[src/rtl/control_pkg.sv]
// Shared types for the control sequencer: opcodes, ALU operation codes,
// sequencer states and the bundle of registered control flags.
package control_pkg;

  typedef enum logic [3:0] {
    OP_LDI  = 4'd0,
    OP_LDM  = 4'd1,
    OP_ST   = 4'd2,
    OP_ADD  = 4'd3,
    OP_SUB  = 4'd4,
    OP_XOR  = 4'd5,
    OP_OR   = 4'd6,
    OP_AND  = 4'd7,
    OP_JUMP = 4'd8,
    OP_BEQ  = 4'd9,
    OP_BLT  = 4'd10,
    OP_BGT  = 4'd11,
    OP_LS   = 4'd12,
    OP_RS   = 4'd13,
    OP_PUT  = 4'd14,
    OP_ILL  = 4'd15
  } opcode_e;

  localparam logic [3:0] ALU_AND  = 4'b0000;
  localparam logic [3:0] ALU_XOR  = 4'b0001;
  localparam logic [3:0] ALU_OR   = 4'b0010;
  localparam logic [3:0] ALU_LS   = 4'b0011;
  localparam logic [3:0] ALU_RS   = 4'b0100;
  localparam logic [3:0] ALU_ADD  = 4'b0101;
  localparam logic [3:0] ALU_SUB  = 4'b0110;
  localparam logic [3:0] ALU_PASS = 4'b0111;
  localparam logic [3:0] ALU_BLT  = 4'b1000;
  localparam logic [3:0] ALU_BGT  = 4'b1001;
  localparam logic [3:0] ALU_BEQ  = 4'b1010;

  typedef enum logic [1:0] {
    ST_IDLE  = 2'd0,
    ST_EXEC  = 2'd1,
    ST_MEM   = 2'd2,
    ST_FLUSH = 2'd3
  } state_e;

  typedef struct packed {
    logic       branch;
    logic       mem_to_reg;
    logic       mem_write;
    logic       reg_write;
    logic       put;
    logic       imm_to_reg;
    logic [3:0] alu_op;
  } ctrl_t;

endpackage

[src/rtl/control_decode.sv]
// Pure combinational opcode decoder: opcode field -> control bundle plus
// the operation class the sequencer needs to pick its next state.
module control_decode
  import control_pkg::*;
#(
  parameter int OPC_W = 4
) (
  input  logic [OPC_W-1:0] opc,
  output ctrl_t            ctrl,
  output logic             isMem,
  output logic             isBranch,
  output logic             isIllegal
);

  logic upper_nz;

  // Any set bit above the low four opcode bits makes the opcode undefined.
  assign upper_nz = (opc >> 4) != '0;

  // Opcode table; ldm leaves reg_write clear because the write happens only
  // when memory answers.
  always_comb begin
    ctrl        = '0;
    ctrl.alu_op = ALU_PASS;
    isMem       = 1'b0;
    isBranch    = 1'b0;
    isIllegal   = 1'b0;
    if (upper_nz) begin
      isIllegal = 1'b1;
    end else begin
      case (opcode_e'(opc[3:0]))
        OP_LDI:  begin ctrl.imm_to_reg = 1'b1; ctrl.reg_write = 1'b1; end
        OP_LDM:  begin ctrl.mem_to_reg = 1'b1; isMem = 1'b1; end
        OP_ST:   begin ctrl.mem_write = 1'b1; isMem = 1'b1; end
        OP_ADD:  begin ctrl.alu_op = ALU_ADD; ctrl.reg_write = 1'b1; end
        OP_SUB:  begin ctrl.alu_op = ALU_SUB; ctrl.reg_write = 1'b1; end
        OP_XOR:  begin ctrl.alu_op = ALU_XOR; ctrl.reg_write = 1'b1; end
        OP_OR:   begin ctrl.alu_op = ALU_OR;  ctrl.reg_write = 1'b1; end
        OP_AND:  begin ctrl.alu_op = ALU_AND; ctrl.reg_write = 1'b1; end
        OP_JUMP: begin ctrl.branch = 1'b1; isBranch = 1'b1; end
        OP_BEQ:  begin ctrl.alu_op = ALU_BEQ; ctrl.branch = 1'b1; isBranch = 1'b1; end
        OP_BLT:  begin ctrl.alu_op = ALU_BLT; ctrl.branch = 1'b1; isBranch = 1'b1; end
        OP_BGT:  begin ctrl.alu_op = ALU_BGT; ctrl.branch = 1'b1; isBranch = 1'b1; end
        OP_LS:   begin ctrl.alu_op = ALU_LS;  ctrl.reg_write = 1'b1; end
        OP_RS:   begin ctrl.alu_op = ALU_RS;  ctrl.reg_write = 1'b1; end
        OP_PUT:  begin ctrl.put = 1'b1; end
        OP_ILL:  begin isIllegal = 1'b1; end
        default: begin isIllegal = 1'b1; end
      endcase
    end
  end

endmodule

[src/rtl/control_seq.sv]
// Registered control sequencer between fetch and datapath. Single-cycle ops
// stream at one per cycle; memory ops wait in MEM for memReady (bounded by
// MEM_TIMEOUT); branches are followed by a one-cycle FLUSH bubble.
//
// Handshake: an instruction transfers on any rising edge where
// instrValid && instrReady. instrReady never depends on instrValid; while it
// is low, fetch keeps the same word on `instruction`.
module control_seq
  import control_pkg::*;
#(
  parameter int INSTR_W     = 9,
  parameter int OPC_LSB     = 1,
  parameter int OPC_W       = 4,
  parameter int ALUOP_W     = 4,
  parameter int MEM_TIMEOUT = 16
) (
  input  logic               clk,
  input  logic               reset_n,
  input  logic               instrValid,
  input  logic [INSTR_W-1:0] instruction,
  output logic               instrReady,
  input  logic               memReady,
  input  logic               cmpTrue,
  output logic [ALUOP_W-1:0] ALUOp,
  output logic               branchFlag,
  output logic               memToRegFlag,
  output logic               memWriteFlag,
  output logic               regWriteFlag,
  output logic               putFlag,
  output logic               immtoRegFlag,
  output logic               memReq,
  output logic               takeBranch,
  output logic               illegalOp,
  output logic               memError,
  output logic               busy
);

  localparam int CNT_W = $clog2(MEM_TIMEOUT + 1);

  logic [OPC_W-1:0] opc;
  ctrl_t            dec_ctrl;
  logic             dec_mem, dec_branch, dec_illegal;
  logic             unused_instr_bits;

  state_e           state_q, state_d;
  ctrl_t            ctrl_q, ctrl_d;
  logic             mem_q, mem_d, br_q, br_d, ill_q, ill_d;
  opcode_e          op_q, op_d;
  logic [CNT_W-1:0] wcnt_q, wcnt_d;

  logic             flags_on, ldm_write;

  assign opc = instruction[OPC_LSB +: OPC_W];
  // Operand bits are consumed by the datapath, not by this block.
  assign unused_instr_bits = ^instruction;

  control_decode #(.OPC_W(OPC_W)) u_decode (
    .opc       (opc),
    .ctrl      (dec_ctrl),
    .isMem     (dec_mem),
    .isBranch  (dec_branch),
    .isIllegal (dec_illegal)
  );

  // State and captured-instruction registers; reset clears everything at once.
  always_ff @(posedge clk or negedge reset_n) begin
    if (!reset_n) begin
      state_q <= ST_IDLE;
      ctrl_q  <= '0;
      mem_q   <= 1'b0;
      br_q    <= 1'b0;
      ill_q   <= 1'b0;
      op_q    <= OP_LDI;
      wcnt_q  <= '0;
    end else begin
      state_q <= state_d;
      ctrl_q  <= ctrl_d;
      mem_q   <= mem_d;
      br_q    <= br_d;
      ill_q   <= ill_d;
      op_q    <= op_d;
      wcnt_q  <= wcnt_d;
    end
  end

  // Next-state, capture on accept, and state-qualified outputs.
  always_comb begin
    state_d    = state_q;
    ctrl_d     = ctrl_q;
    mem_d      = mem_q;
    br_d       = br_q;
    ill_d      = ill_q;
    op_d       = op_q;
    wcnt_d     = wcnt_q;
    instrReady = 1'b0;
    flags_on   = 1'b0;
    ldm_write  = 1'b0;
    memReq     = 1'b0;
    takeBranch = 1'b0;
    illegalOp  = 1'b0;
    memError   = 1'b0;
    unique case (state_q)
      ST_IDLE: begin
        instrReady = 1'b1;
      end
      ST_EXEC: begin
        instrReady = !mem_q && !br_q;
        flags_on   = 1'b1;
        illegalOp  = ill_q;
        takeBranch = br_q && ((op_q == OP_JUMP) || cmpTrue);
        if (mem_q) begin
          state_d = ST_MEM;
          wcnt_d  = '0;
        end else if (br_q) begin
          state_d = ST_FLUSH;
        end else begin
          state_d = ST_IDLE;
        end
      end
      ST_MEM: begin
        flags_on = 1'b1;
        memReq   = 1'b1;
        // memReady takes priority over a timeout in the same cycle.
        if (memReady) begin
          state_d   = ST_IDLE;
          ldm_write = (op_q == OP_LDM);
        end else if (wcnt_q == CNT_W'(MEM_TIMEOUT)) begin
          state_d  = ST_IDLE;
          memError = 1'b1;
        end else begin
          wcnt_d = wcnt_q + CNT_W'(1);
        end
      end
      ST_FLUSH: begin
        state_d = ST_IDLE;
      end
      default: begin
        state_d = ST_IDLE;
      end
    endcase
    if (instrValid && instrReady) begin
      state_d = ST_EXEC;
      ctrl_d  = dec_ctrl;
      mem_d   = dec_mem;
      br_d    = dec_branch;
      ill_d   = dec_illegal;
      op_d    = opcode_e'(opc[3:0]);
    end
  end

  // Captured flags are shown only in EXEC and MEM; IDLE and FLUSH read zero.
  assign ALUOp        = flags_on ? ALUOP_W'(ctrl_q.alu_op) : '0;
  assign branchFlag   = flags_on & ctrl_q.branch;
  assign memToRegFlag = flags_on & ctrl_q.mem_to_reg;
  assign memWriteFlag = flags_on & ctrl_q.mem_write;
  assign regWriteFlag = (flags_on & ctrl_q.reg_write) | ldm_write;
  assign putFlag      = flags_on & ctrl_q.put;
  assign immtoRegFlag = flags_on & ctrl_q.imm_to_reg;
  assign busy         = (state_q != ST_IDLE);

endmodule

[config.mk]
export PLATFORM = sky130hd
export DESIGN_NAME = control_seq
export DESIGN_NICKNAME = d
export VERILOG_FILES = /design/src/rtl/control_pkg.sv /design/src/rtl/control_decode.sv /design/src/rtl/control_seq.sv
export SDC_FILE = /design/constraint.sdc
export NUM_CORES = 1
export LEC_CHECK = 0
export ABC_AREA = 1
export ABC_CLOCK_PERIOD_IN_PS = 3100
export BUFFER_PORTS_ARGS = -buffer_cell sky130_fd_sc_hd__buf_2
export CAP_MARGIN = 10
export CORE_MARGIN = 1.5
export CORE_UTILIZATION = 40
export CTS_CLUSTER_DIAMETER = 100
export DETAILED_ROUTE_END_ITERATION = 8
export PLACE_DENSITY = 0.73
export SLEW_MARGIN = 20
export SYNTH_ARGS = -nofsm -noshare
export SYNTH_HDL_FRONTEND = slang
export SYNTH_SLANG_ARGS = --single-unit
[constraint.sdc]
create_clock -name clk -period 3.1 [get_ports clk]
set_input_delay 0 -clock clk [delete_from_list [all_inputs] [get_ports clk]]
set_output_delay 0 -clock clk [all_outputs]
set_load 0.02 [all_outputs]
==> run summary <==
GRT Total Usage - 15.21%
Routed Antenna Nets - 0
initial antenna violation count - 0
critical path arrival - 1.81 ns
worst reg2reg path startpoint - state_q[0]$_DFFE_PN0P_
Synth Flop Type - dfrtp_1
sw frac - 47.61%
final setup vio count - 0
warnings from Yosys - 0
Final WS setup - 1.292 ns
clock power share - 11.5%
TritonCTS clock tree - done
die height - 63.21 um
WP buf/inv - 2
Routed WL - 2.849 mm
worst reg2reg endpoint - wcnt_q[3]$_DFFE_PN0P_
Finished Core Util - 47.55%
Max Root-Sink Buffers - 2
port bufs - 24
Post-Layout Cell Count - 272
pre-CTS setup slack - 1.563 ns
mean routed wirelength per cell - 10.47 um
final worst-path cycle share - 58.32%
Max Freq - 553.1 MHz
Worst Path Max Fanout - 10
status - complete, no violations
io pins - 30
hold_ws - 0.01767 ns
Hold Path End - ctrl_q[2]$_DFFE_PN0P_
top cells by area, synth - dfrtp_1 40%, nand2_1 20%, inv_1 7.5%, ha_1 6.0%, nand3_1 4.5%
largest net degree at the start of global routing - 27
Setup TNS - 0 ns
GP Congestion - 0.7914
Post-Place Cells - 267
Syn Area/Cell - 7.144 um^2
peak supply drop - 0.2501 mV
crit end category - output port
Sink Count - 23
Fin. Hold Viols - 0
layout cells sized above 1 - 17.70%
drt via density - 4.728
vias - 1,286
placeable core region - 0.003416 mm^2
H-tree depth - 1
CTS resizes - 0
syn nets - 224
Starting Density - 42.45%
Synth Cell Area - 0.001450 mm^2
vias in the first global route - 1,126
cells after synthesis - 203
chip width - 63.21 um
Hold Crit Depth - 3
Internal Pwr Total - 0.0006420 W
ys async rst share - 100.0%
Worst R2R Setup Slack - 1.55 ns
DRC errors left - 0
CP cell instances - inv_1, ha_1, nand2_1, o21ai_0, buf_2
nets@finish - 248
hold wc startpoint - instruction[1]
setup repair after global routing missed its margin - no
ant diodes - 0
Slew HR - 64.73%
1st-pass router iterations - 5
worst endpoint required time - 3.10 ns
most used standard cell by instance count after synthesis - nand2_1
Reg power frac - 37.4%
first-pass GRT wire length - 4.940 mm
Least-Margin Pin Slew - 0.5290 ns
Distinct cells, synth - 23
Post CTS Setup Buffer Count - 0
CP Launch Type - flop
final worst clock skew - 0.003923 ns
Core Rows - 21
final HPWL from detailed placement - 2.109 mm
Final Slew Violations - 0
number of flops mapped to enable cells by yosys - 0
clock transition at the registers of the reported paths - 0.13 ns
WP depth - 5
Net Switching - 0.0005835 W
sequential share of the synthesized area - 39.69%
Yosys top cell area share - 39.69%
synth cell count leaders - 77 x nand2_1, 29 x inv_1, 23 x dfrtp_1
Lkg Pwr - 0.9499 nW
reg2reg path depth - 7
#FFs+latches synth - 23
max cap viols - 0
Synth area leader - dfrtp_1
CTS buffer count - 3
CTS Hold Bufs - 1
initial drt markers - 75
CP peak stage delay - 0.44 ns
die area - 0.003996 mm^2
PD cells - 754.6 mW/mm^2
GRT overflow - 0
Worst Hold Class - primary input to flop
worst skew pair latency - 0.31 ns
Comb pwr share - 51.1%
CP Class - flop to output port
Layout area overhead - 11.99%
CP delay by family, top - flip-flops
root buffer cell - clkbuf_4
fin crit period - 1.808 ns
critical path's slowest cell - dfrtp_1
==> area by class of cell <==
class	instances	area [um^2]
Tap cell	46	57.56
Clock inverter	1	5.005
Sequential cell	23	575.6
Inverter	29	108.9
Multi-Input combinational cell	145	724.4
Clock buffer	3	22.52
Fill cell	357	1792
Timing Repair Buffer	25	130.1
==> power by group through the flow <==
stage          Sequential (W)  Combinational [W]  Clock (W)
2_1_floorplan        0.000448           0.000500          0
3_3_place_gp         0.000460           0.000623          0
3_5_place_dp         0.000464           0.000630          0
4_1_cts              0.000458           0.000635   0.000147
5_1_grt              0.000472           0.000707   0.000159
6_report             0.000458           0.000627   0.000141
==> state kept, by name, summed over array words and instances (netlist names) <==
signal / count
ctrl_q: 9
wcnt_q: 5
op_q: 4
state_q: 2
br_q: 1
ill_q: 1
mem_q: 1
==> layer usage <==
layer,GRT usage [%],vias up,part of all wire [%]
met1,20.64,575,50
met2,25.13,31,45
li1,-,678,-
met5,0,-,0
met3,3.750,2,4.7
met4,2.446,0,0.46
==> tightest hold or removal path, delay by kind of cell <==
kind,cells,cell delay (ns)
buf+inv,1,0.13
simple gates,2,0.17
==> cell usage in the layout (no fill, tap or decap) <==
cell           count
o22ai_1            1
a21oi_1            2
a31oi_1            1
nand2_4            2
nand3_1           13
clkbuf_4           3
nand4_1            4
a22oi_1            1
dlygate4sd3_1      1
a21oi_2            1
inv_1             29
nand2_2            2
nor3_1             2
o211ai_1           1
o21ai_2            7
ha_1               7
buf_2             24
clkinv_2           1
dfrtp_1           23
nand2_1           77
nor2_1            15
xor2_1             1
o21ai_0            8
==> stage by stage <==
stage	power, W	area, um^2
3_3_place_gp	0.001083	1587
4_1_cts	0.001239	1624
3_5_place_dp	0.001094	1587
2_1_floorplan	0.0009477	1450
6_report	0.001226	1624
5_1_grt	0.001338	1624
==> worst max path at each step <==
stage | to | startpoint | slack [ns]
4_1_cts | regWriteFlag | state_q[0]$_DFFE_PN0P_ | 1.28
6_report | regWriteFlag | state_q[0]$_DFFE_PN0P_ | 1.29
3_5_place_dp | wcnt_q[3]$_DFFE_PN0P_ | state_q[0]$_DFFE_PN0P_ | 1.56
5_1_grt | regWriteFlag | state_q[0]$_DFFE_PN0P_ | 1.10
2_1_floorplan | regWriteFlag | state_q[0]$_DFFE_PN0P_ | 1.55
3_3_place_gp | wcnt_q[1]$_DFFE_PN0P_ | state_q[0]$_DFFE_PN0P_ | 1.59
==> cells by family (layout without fill, tap and decap cells) <==
| group | after synthesis | in the layout | share of synthesized area (%) |
|---|---|---|---|
| XOR/XNOR | 1 | 1 | 0.6041 |
| flip-flops | 23 | 23 | 39.69 |
| buffers and inverters | 35 | 58 | 10.35 |
| AO/OA/AOI/OAI | 22 | 22 | 10.18 |
| adder cells (fa/ha/maj) | 7 | 7 | 6.039 |
| AND/OR/NAND/NOR | 115 | 115 | 33.13 |
No activity file was read; power rests on OpenSTA's default activity.
